**src/rtl/fpmult_rr_arbiter.sv**
```systemverilog
// -----------------------------------------------------------------------------
// fpmult_rr_arbiter
//
// Shares one fixed-latency pipelined FP32 multiplier among NREQ requesters.
// A round-robin arbiter grants at most one request per cycle, the granted
// operands are registered onto the multiplier inputs, and a tag pipeline that
// runs in lock-step with the multiplier remembers which requester issued each
// operation so the product can be steered back as a one-hot response strobe.
// No arithmetic happens here; operands and products pass through unmodified.
//
// Build option:
//   FPMULT_ARB_FLAGS_EN  defined   -> rsp_flags registered from mul_flags
//                        undefined -> rsp_flags tied to zero, mul_flags unused
//
// Ports:
//   clk         in   1        rising-edge clock
//   rst         in   1        synchronous, active-high reset
//   req_valid   in   NREQ     per-requester operation request
//   req_a       in   NREQ*32  operand A, requester i at [32i+31:32i]
//   req_b       in   NREQ*32  operand B, same packing as req_a
//   req_ready   out  NREQ     one-hot grant (combinational)
//   issue_hold  in   1        suppresses new grants, in-flight ops drain
//   mul_valid   out  1        issue strobe to the multiplier
//   mul_a       out  32       operand A to the multiplier
//   mul_b       out  32       operand B to the multiplier
//   mul_z       in   32       product, valid LAT cycles after issue
//   mul_flags   in   5        exception flags aligned with mul_z
//   rsp_valid   out  NREQ     one-hot single-cycle response strobe
//   rsp_z       out  32       product returned with rsp_valid
//   rsp_flags   out  5        flags returned with rsp_valid
//   busy        out  1        an operation is issuing, in flight or responding
// -----------------------------------------------------------------------------
module fpmult_rr_arbiter #(
   parameter int NREQ = 4,
   parameter int LAT  = 3,
   parameter int IDW  = $clog2(NREQ)
) (
   input  logic               clk,
   input  logic               rst,
   input  logic [NREQ-1:0]    req_valid,
   input  logic [NREQ*32-1:0] req_a,
   input  logic [NREQ*32-1:0] req_b,
   output logic [NREQ-1:0]    req_ready,
   input  logic               issue_hold,
   output logic               mul_valid,
   output logic [31:0]        mul_a,
   output logic [31:0]        mul_b,
   input  logic [31:0]        mul_z,
   input  logic [4:0]         mul_flags,
   output logic [NREQ-1:0]    rsp_valid,
   output logic [31:0]        rsp_z,
   output logic [4:0]         rsp_flags,
   output logic               busy
);

   // Arbitration state and issue registers
   logic [IDW-1:0]  r_rr_ptr;
   logic            r_mul_valid;
   logic [31:0]     r_mul_a;
   logic [31:0]     r_mul_b;
   logic [IDW-1:0]  r_issue_id;

   // Tag pipeline, stage LAT-1 lines up with mul_z
   logic [LAT-1:0]  r_tag_vld;
   logic [IDW-1:0]  r_tag_id [LAT];

   // Response register
   logic [NREQ-1:0] r_rsp_valid;
   logic [31:0]     r_rsp_z;

   // Arbiter outputs
   logic [NREQ-1:0] w_grant;
   logic [IDW-1:0]  w_gid;
   logic            w_accept;
   logic [IDW-1:0]  w_scan_idx;
   logic [IDW-1:0]  w_next_ptr;

   // Unpacked operand views so the granted requester is a plain array index
   logic [31:0]     w_a_arr [NREQ];
   logic [31:0]     w_b_arr [NREQ];

   for (genvar gi = 0; gi < NREQ; gi++) begin : g_unpack
      assign w_a_arr[gi] = req_a[32*gi +: 32];
      assign w_b_arr[gi] = req_b[32*gi +: 32];
   end

   // Round-robin scan starting at r_rr_ptr; first pending requester wins.
   // NOTE: every variable gets a default before the loop so no path leaves it
   // unassigned, which would otherwise infer a latch.
   always_comb begin
      w_grant    = '0;
      w_gid      = '0;
      w_accept   = 1'b0;
      w_scan_idx = '0;
      if (!issue_hold) begin
         for (int off = 0; off < NREQ; off++) begin
            w_scan_idx = IDW'((int'(r_rr_ptr) + off) % NREQ);
            if (!w_accept && req_valid[w_scan_idx]) begin
               w_accept            = 1'b1;
               w_grant[w_scan_idx] = 1'b1;
               w_gid               = w_scan_idx;
            end
         end
      end
   end

   // The winner goes to the back of the queue; NREQ-1 wraps to 0.
   assign w_next_ptr = (w_gid == IDW'(NREQ - 1)) ? '0 : w_gid + 1'b1;

   // NOTE: all sequential state uses non-blocking assignments so every
   // register samples the pre-edge value of its neighbours (the tag shift
   // depends on this).
   always_ff @(posedge clk) begin
      if (rst) begin
         r_rr_ptr    <= '0;
         r_mul_valid <= 1'b0;
         r_mul_a     <= '0;
         r_mul_b     <= '0;
         r_issue_id  <= '0;
         r_tag_vld   <= '0;
         // NOTE: the id array is tiny and its reset value is observable
         // through busy-adjacent debug, so it is cleared explicitly; only
         // the valid bits are functionally required.
         for (int i = 0; i < LAT; i++) r_tag_id[i] <= '0;
         r_rsp_valid <= '0;
         r_rsp_z     <= '0;
      end else begin
         // Issue stage: operands hold when nothing is accepted
         r_mul_valid <= w_accept;
         if (w_accept) begin
            r_mul_a    <= w_a_arr[w_gid];
            r_mul_b    <= w_b_arr[w_gid];
            r_issue_id <= w_gid;
            r_rr_ptr   <= w_next_ptr;
         end

         // Tag pipeline never stalls; it mirrors the multiplier latency
         for (int i = LAT - 1; i > 0; i--) begin
            r_tag_vld[i] <= r_tag_vld[i-1];
            r_tag_id[i]  <= r_tag_id[i-1];
         end
         r_tag_vld[0] <= r_mul_valid;
         r_tag_id[0]  <= r_issue_id;

         // Response: product captured only when a tracked op completes, so a
         // product belonging to an op dropped by reset is never captured
         r_rsp_valid <= r_tag_vld[LAT-1] ? (NREQ'(1) << r_tag_id[LAT-1]) : '0;
         if (r_tag_vld[LAT-1]) r_rsp_z <= mul_z;
      end
   end

`ifdef FPMULT_ARB_FLAGS_EN
   logic [4:0] r_rsp_flags;

   always_ff @(posedge clk) begin
      if (rst)                   r_rsp_flags <= '0;
      else if (r_tag_vld[LAT-1]) r_rsp_flags <= mul_flags;
   end

   assign rsp_flags = r_rsp_flags;
`else
   // Flags are not carried in this build; the input is intentionally ignored.
   logic w_unused_flags;
   assign w_unused_flags = ^mul_flags;
   assign rsp_flags      = 5'b0;
`endif

   assign req_ready = w_grant;
   assign mul_valid = r_mul_valid;
   assign mul_a     = r_mul_a;
   assign mul_b     = r_mul_b;
   assign rsp_valid = r_rsp_valid;
   assign rsp_z     = r_rsp_z;
   assign busy      = r_mul_valid | (|r_tag_vld) | (|r_rsp_valid);

endmodule

```
**config.mk**
```make
export PLATFORM = sky130hd
export DESIGN_NAME = fpmult_rr_arbiter
export DESIGN_NICKNAME = d
export VERILOG_FILES = /design/src/rtl/fpmult_rr_arbiter.sv
export SDC_FILE = /design/constraint.sdc
export NUM_CORES = 1
export LEC_CHECK = 0
export ABC_AREA = 1
export CORE_AREA = 3 3 160 162
export DETAILED_ROUTE_END_ITERATION = 10
export DIE_AREA = 0 0 163 165
export GPL_TIMING_DRIVEN = 0
export PLACE_DENSITY = 0.68
export SLEW_MARGIN = 40
export SYNTH_ARGS = -nofsm -noshare
export SYNTH_HDL_FRONTEND = slang
export SYNTH_SLANG_ARGS = --single-unit
```
**constraint.sdc**
```tcl
create_clock -name clk -period 6.91 [get_ports clk]
set_clock_uncertainty 0.1 [all_clocks]
set_input_delay 1.382 -clock clk [delete_from_list [all_inputs] [get_ports clk]]
set_output_delay 1.382 -clock clk [all_outputs]
set_load 0.005 [all_outputs]
```
Word-level counts from Yosys, hierarchy flattened
Memories as Yosys holds them, arrays and structs flattened. Index checks and enable logic that the tools add are counted. W data, S select, Z words.

Register bits: 108. RAM bits: 6. Input bits: 300. Output and inout port bits: 111. Logic and storage cells: 97. Memories: 1.

Add/subtract/negate cells: 4. $lt $le $gt $ge: 9. Equal/unequal tests: 1. Shift-type cells: 1. Multiplexer cells: 50. Bitwise gates (word level): 10. Reduce and logical (&&, ||, !) cells: 13.

Memory list: r_tag_id (depth 3, width 2, read ports 3, clocked after Yosys merged registers in 0, wr ports 3, line 65) `logic [IDW-1:0] r_tag_id [LAT];`.

Operators by type and width (number): $bmux W32 S2 (2); $mux W32 (4); $mux W4 (8); $mux W1 (19); $mux W2 (9); $lt A2 B3 Y1 const B (4); $or A4 B4 Y4 (3); $bmux W1 S2 (4); $demux W1 S2 (4); $ge A2 B1 Y1 const B (4); $logic_and A1 B1 Y1 (7); $or A1 B1 Y1 (5); $add A2 B1 Y2 const B (2); $add A2 B2 Y2 const B (2); $reduce_or A4 Y1 (1); $shl A1 B2 Y4 const A (1); $ge A3 B3 Y1 const B (1); $logic_not A1 Y1 (3); $not A2 Y3 (1); $reduce_or A3 Y1 (1); $eq A2 B2 Y1 const B (1); $reduce_or A2 Y1 (1); $not A1 Y1 (1).

Longest topological paths before layout
Word-level depth: 20. Gate-level depth with buffers: 17. Depth with buffers taken out: 14.

Worst setup path after synthesis
Ideal clock, no wire load.

Path type: input to output. From: in req_valid[3]. To: out req_ready[1]. Data arrival time: 2.207 ns. Required time: 5.428 ns. Slack: 3.221 ns. Stages: 11. Buffers on the path: 0. Cells stage by stage: inv_1 -> nand2_1 -> nand3_2 -> nand2_4 -> nor2_1 -> nand2_1 -> o21ai_0 -> a31oi_1 -> o21ai_0 -> nand2_1 -> inv_1.

Longest elaborated chain between the ends: 16. Elaborated cells on any way between the ends: 31. Classes of those cells: mux: 22; bitwise: 3; reduce/logical: 6.

RTL lines: from (decl) (line 40) `input logic [NREQ-1:0] req_valid,`; $bmux W1 S2 (line 98) `if (!w_accept && req_valid[w_scan_idx]) begin`; $mux W1 (implied by the code) (line 98); $mux W1 (line 98); $mux W1 (line 95) `if (!issue_hold) begin`; $logic_not A1 Y1 (line 98); $logic_and A1 B1 Y1 (line 98); $mux W1 (line 98); $mux W1 (line 95); $logic_not A1 Y1 (line 98); $logic_and A1 B1 Y1 (line 98); $mux W1 (line 98); $mux W1 (line 95); $logic_not A1 Y1 (line 98); $logic_and A1 B1 Y1 (line 98); $mux W4 (*) (line 98); $mux W4 (*) (line 95); to (decl) (line 43) `output logic [NREQ-1:0] req_ready,`.

Every way passes the cells marked *; elsewhere a longest branch is shown, timed or not. The select of a mux whose other input is x is not followed.

Worst setup path after layout
From: in req_valid[0]. To: out req_ready[1].

Same word-level chain as after synthesis.

==> results.sh <==
export IMPL_crit_arrival_ps=3410
export IMPL_end_kind="primary output"
export IMPL_fmax_mhz=204.6
export IMPL_clkPwrFrac=0.225
export IMPL_cp_max_fo=4
export IMPL_yosys_warnings=0
export IMPL_ys_seq_area_frac=0.2874
export IMPL_leakage_nw=6.624
export IMPL_yosysTopAreaCell="dfxtp_1"
export IMPL_holdWs_ps=302.5
export IMPL_synth_area_leaders="dfxtp_1, nand3_1, inv_1"
export IMPL_grt_pass1_vias=9274
export IMPL_run_status="complete, no violations"
export IMPL_rows=57
export IMPL_synth_top_cell_area_share=0.2874
export IMPL_routedWlPerCell_um=16.76
export IMPL_hpwl_um=27630
export IMPL_post_cts_repair_setup_buffers=0
export IMPL_p_comb_frac=0.547
export IMPL_netSwitchingFraction=0.4370
export IMPL_cts_sinks=114
export IMPL_slew_viol_final=0
export IMPL_place_ws_ps=2026
export IMPL_fin_crit_sh=0.7073
export IMPL_io_buffers=399
export IMPL_grt_pass1_wl_um=51800
export IMPL_rrSetupSlack_ps=3910
export IMPL_seqPwrFrac=0.228
export IMPL_cp_required_ps=5430
export IMPL_fin_area_um2=12920
export IMPL_worst_slew_pin_slew_ps=713.9
export IMPL_track_usage=0.2507
export IMPL_hold_viol=0
export IMPL_cts_buffers=17
export IMPL_antenna_cells=0
export IMPL_relSlewSlack=0.5241
export IMPL_h_tree_depth=4
export IMPL_drive_above_1_share=0.06974
export IMPL_route_detailed_drc=0
export IMPL_grt_start_max_net_pins=17
export IMPL_antenna_found_initial=3
export IMPL_die_area_um2=26900
export IMPL_drt_initial_drc_count=577
export IMPL_rsz0062_at_grt="false"
export IMPL_yosys_register_bits=114
export IMPL_final_cell_mix="clkdlybuf4s50_1, inv_1, nand3_1"
export IMPL_clk_latency_ps=400
export IMPL_period_minus_slack_ps=4888
export IMPL_ir_drop_mv=0.1693
export IMPL_intPower_mw=2.127
export IMPL_synth_area_per_cell_um2=5.913
export IMPL_start_kind="primary input"
export IMPL_path_clk_slew_ps=60
export IMPL_hold_buffers=0
export IMPL_fin_nets=2073
export IMPL_placed_area_um2=12360
export IMPL_finalWeightedCongestion=0.9409
export IMPL_cts_buffer_depth=2
export IMPL_p_switching_mw=1.651
export IMPL_drt_total_wl_um=35230
export IMPL_antenna_left=0
export IMPL_start_util=0.3275
export IMPL_syn_cell_area_um2=7941
export IMPL_area_delta_synth_final_pct=62.72
export IMPL_core_area_um2=24250
export IMPL_maxCapViolations=0
export IMPL_clock_root_buffer="clkbuf_16"
export IMPL_tritoncts="done"
export IMPL_fin_ws_ps=2022
export IMPL_use_met2=0.4549
export IMPL_totalPowerFinal_mw=3.778
export IMPL_syn_inst=1343
export IMPL_ys_types=31
export IMPL_setup_violations=0
export IMPL_hold_class="register to register"
export IMPL_worstSetupPathType="primary input to primary output"
export IMPL_die_w_um=163
export IMPL_cts_resized=0
export IMPL_top_usage_layer="met2"
export IMPL_grt_ovfl_total=0
export IMPL_tns_ps=0
export IMPL_viasPerCell=4.690
export IMPL_die_y_um=165
export IMPL_pin_count=411
export IMPL_dr_pass1_iters=6
export IMPL_final_common_cell="clkdlybuf4s50_1"
export IMPL_grtUsageMet3=0.07198
export IMPL_vias=9858
export IMPL_powerDensity_nw_per_um2=292.3
export IMPL_use_met1=0.2903
-- metal layers --
| metal | up-vias | share of wire |
|---|---|---|
| met5 | - | 0.00094 |
| met3 | 48 | 0.085 |
| met2 | 436 | 0.50 |
| li1 | 4913 | - |
| met1 | 4457 | 0.39 |
| met4 | 4 | 0.019 |
-- stage by stage --
step | utilization | instances
2_1_floorplan | - | 1347
3_3_place_gp | 0.5095 | 2070
3_5_place_dp | 0.5095 | 2070
4_1_cts | 0.5329 | 2102
5_1_grt | 0.5329 | 2102
6_report | 0.5329 | 2102
-- cell families (layout without fill, tap and decap cells) --
family                   count (synthesis)  after routing  synth area share
other                                    1              5         0.0004722
AO/OA/AOI/OAI                           48             48           0.03261
adder cells (fa/ha/maj)                  8              8           0.01260
flip-flops                             114            114            0.2874
AND/OR/NAND/NOR                        785            785            0.4550
buffers and inverters                  387            818            0.2119
-- sequential cells by signal (all words and copies together) (netlist names) --
| register | flops |
|---|---|
| rsp_z | 32 |
| r_rr_ptr | 2 |
| r_issue_id | 2 |
| mul_b | 32 |
| mul_a | 32 |
| rsp_valid | 4 |
| r_tag_id | 6 |
| mul_valid | 1 |
| r_tag_vld | 3 |
-- cells in the mapped netlist, drive strengths merged --
master,count
inv,292
nand3,274
nand2,231
nor2,209
dfxtp,114
buf,73
nand3b,65
o21ai,39
clkbuf,22
ha,8
nand4,4
a21oi,2
a22oi,2
a211oi,1
a21boi,1
a31o,1
a31oi,1
conb,1
nor3,1
nor4,1
o2111ai,1
-- final cells by class --
cell class / count / area, um^2
Multi-Input combinational cell: 846 / 3991
Timing Repair Buffer: 399 / 3994
Clock buffer: 17 / 425.4
Tap cell: 324 / 405.4
Buffer: 95 / 579.3
Inverter: 292 / 1104
Fill cell: 2447 / 11330
Sequential cell: 114 / 2282
Clock inverter: 15 / 141.4
-- critical path: stages --
cell	delay [ps]
clkdlybuf4s50_1	520
nand2_1	120
nand3_1	100
nand2_1	110
nor2_1	260
nand2_1	70
o21ai_0	80
a31oi_1	60
o21ai_0	90
nand2_1	70
inv_1	50
clkdlybuf4s50_1	500
-- power by group through the flow --
stage	clock [mW]	combinational [mW]	sequential (mW)
floorplan	0	1.17	0.871
global placement	0	2.05	0.870
detailed placement	0	2.06	0.872
CTS	0.863	2.07	0.861
global route	0.901	2.26	0.875
finish	0.849	2.07	0.862
-- final timing paths --
path,startpoint,endpoint,cells past startpoint
max,req_valid[0],req_ready[1],12
min,r_tag_id[0][0],r_tag_id[0][2],2
max reg2reg,r_rr_ptr[1],mul_a[8],15
min reg2reg,r_tag_id[0][0],r_tag_id[0][2],2
(Power assumes the default switching activity.)
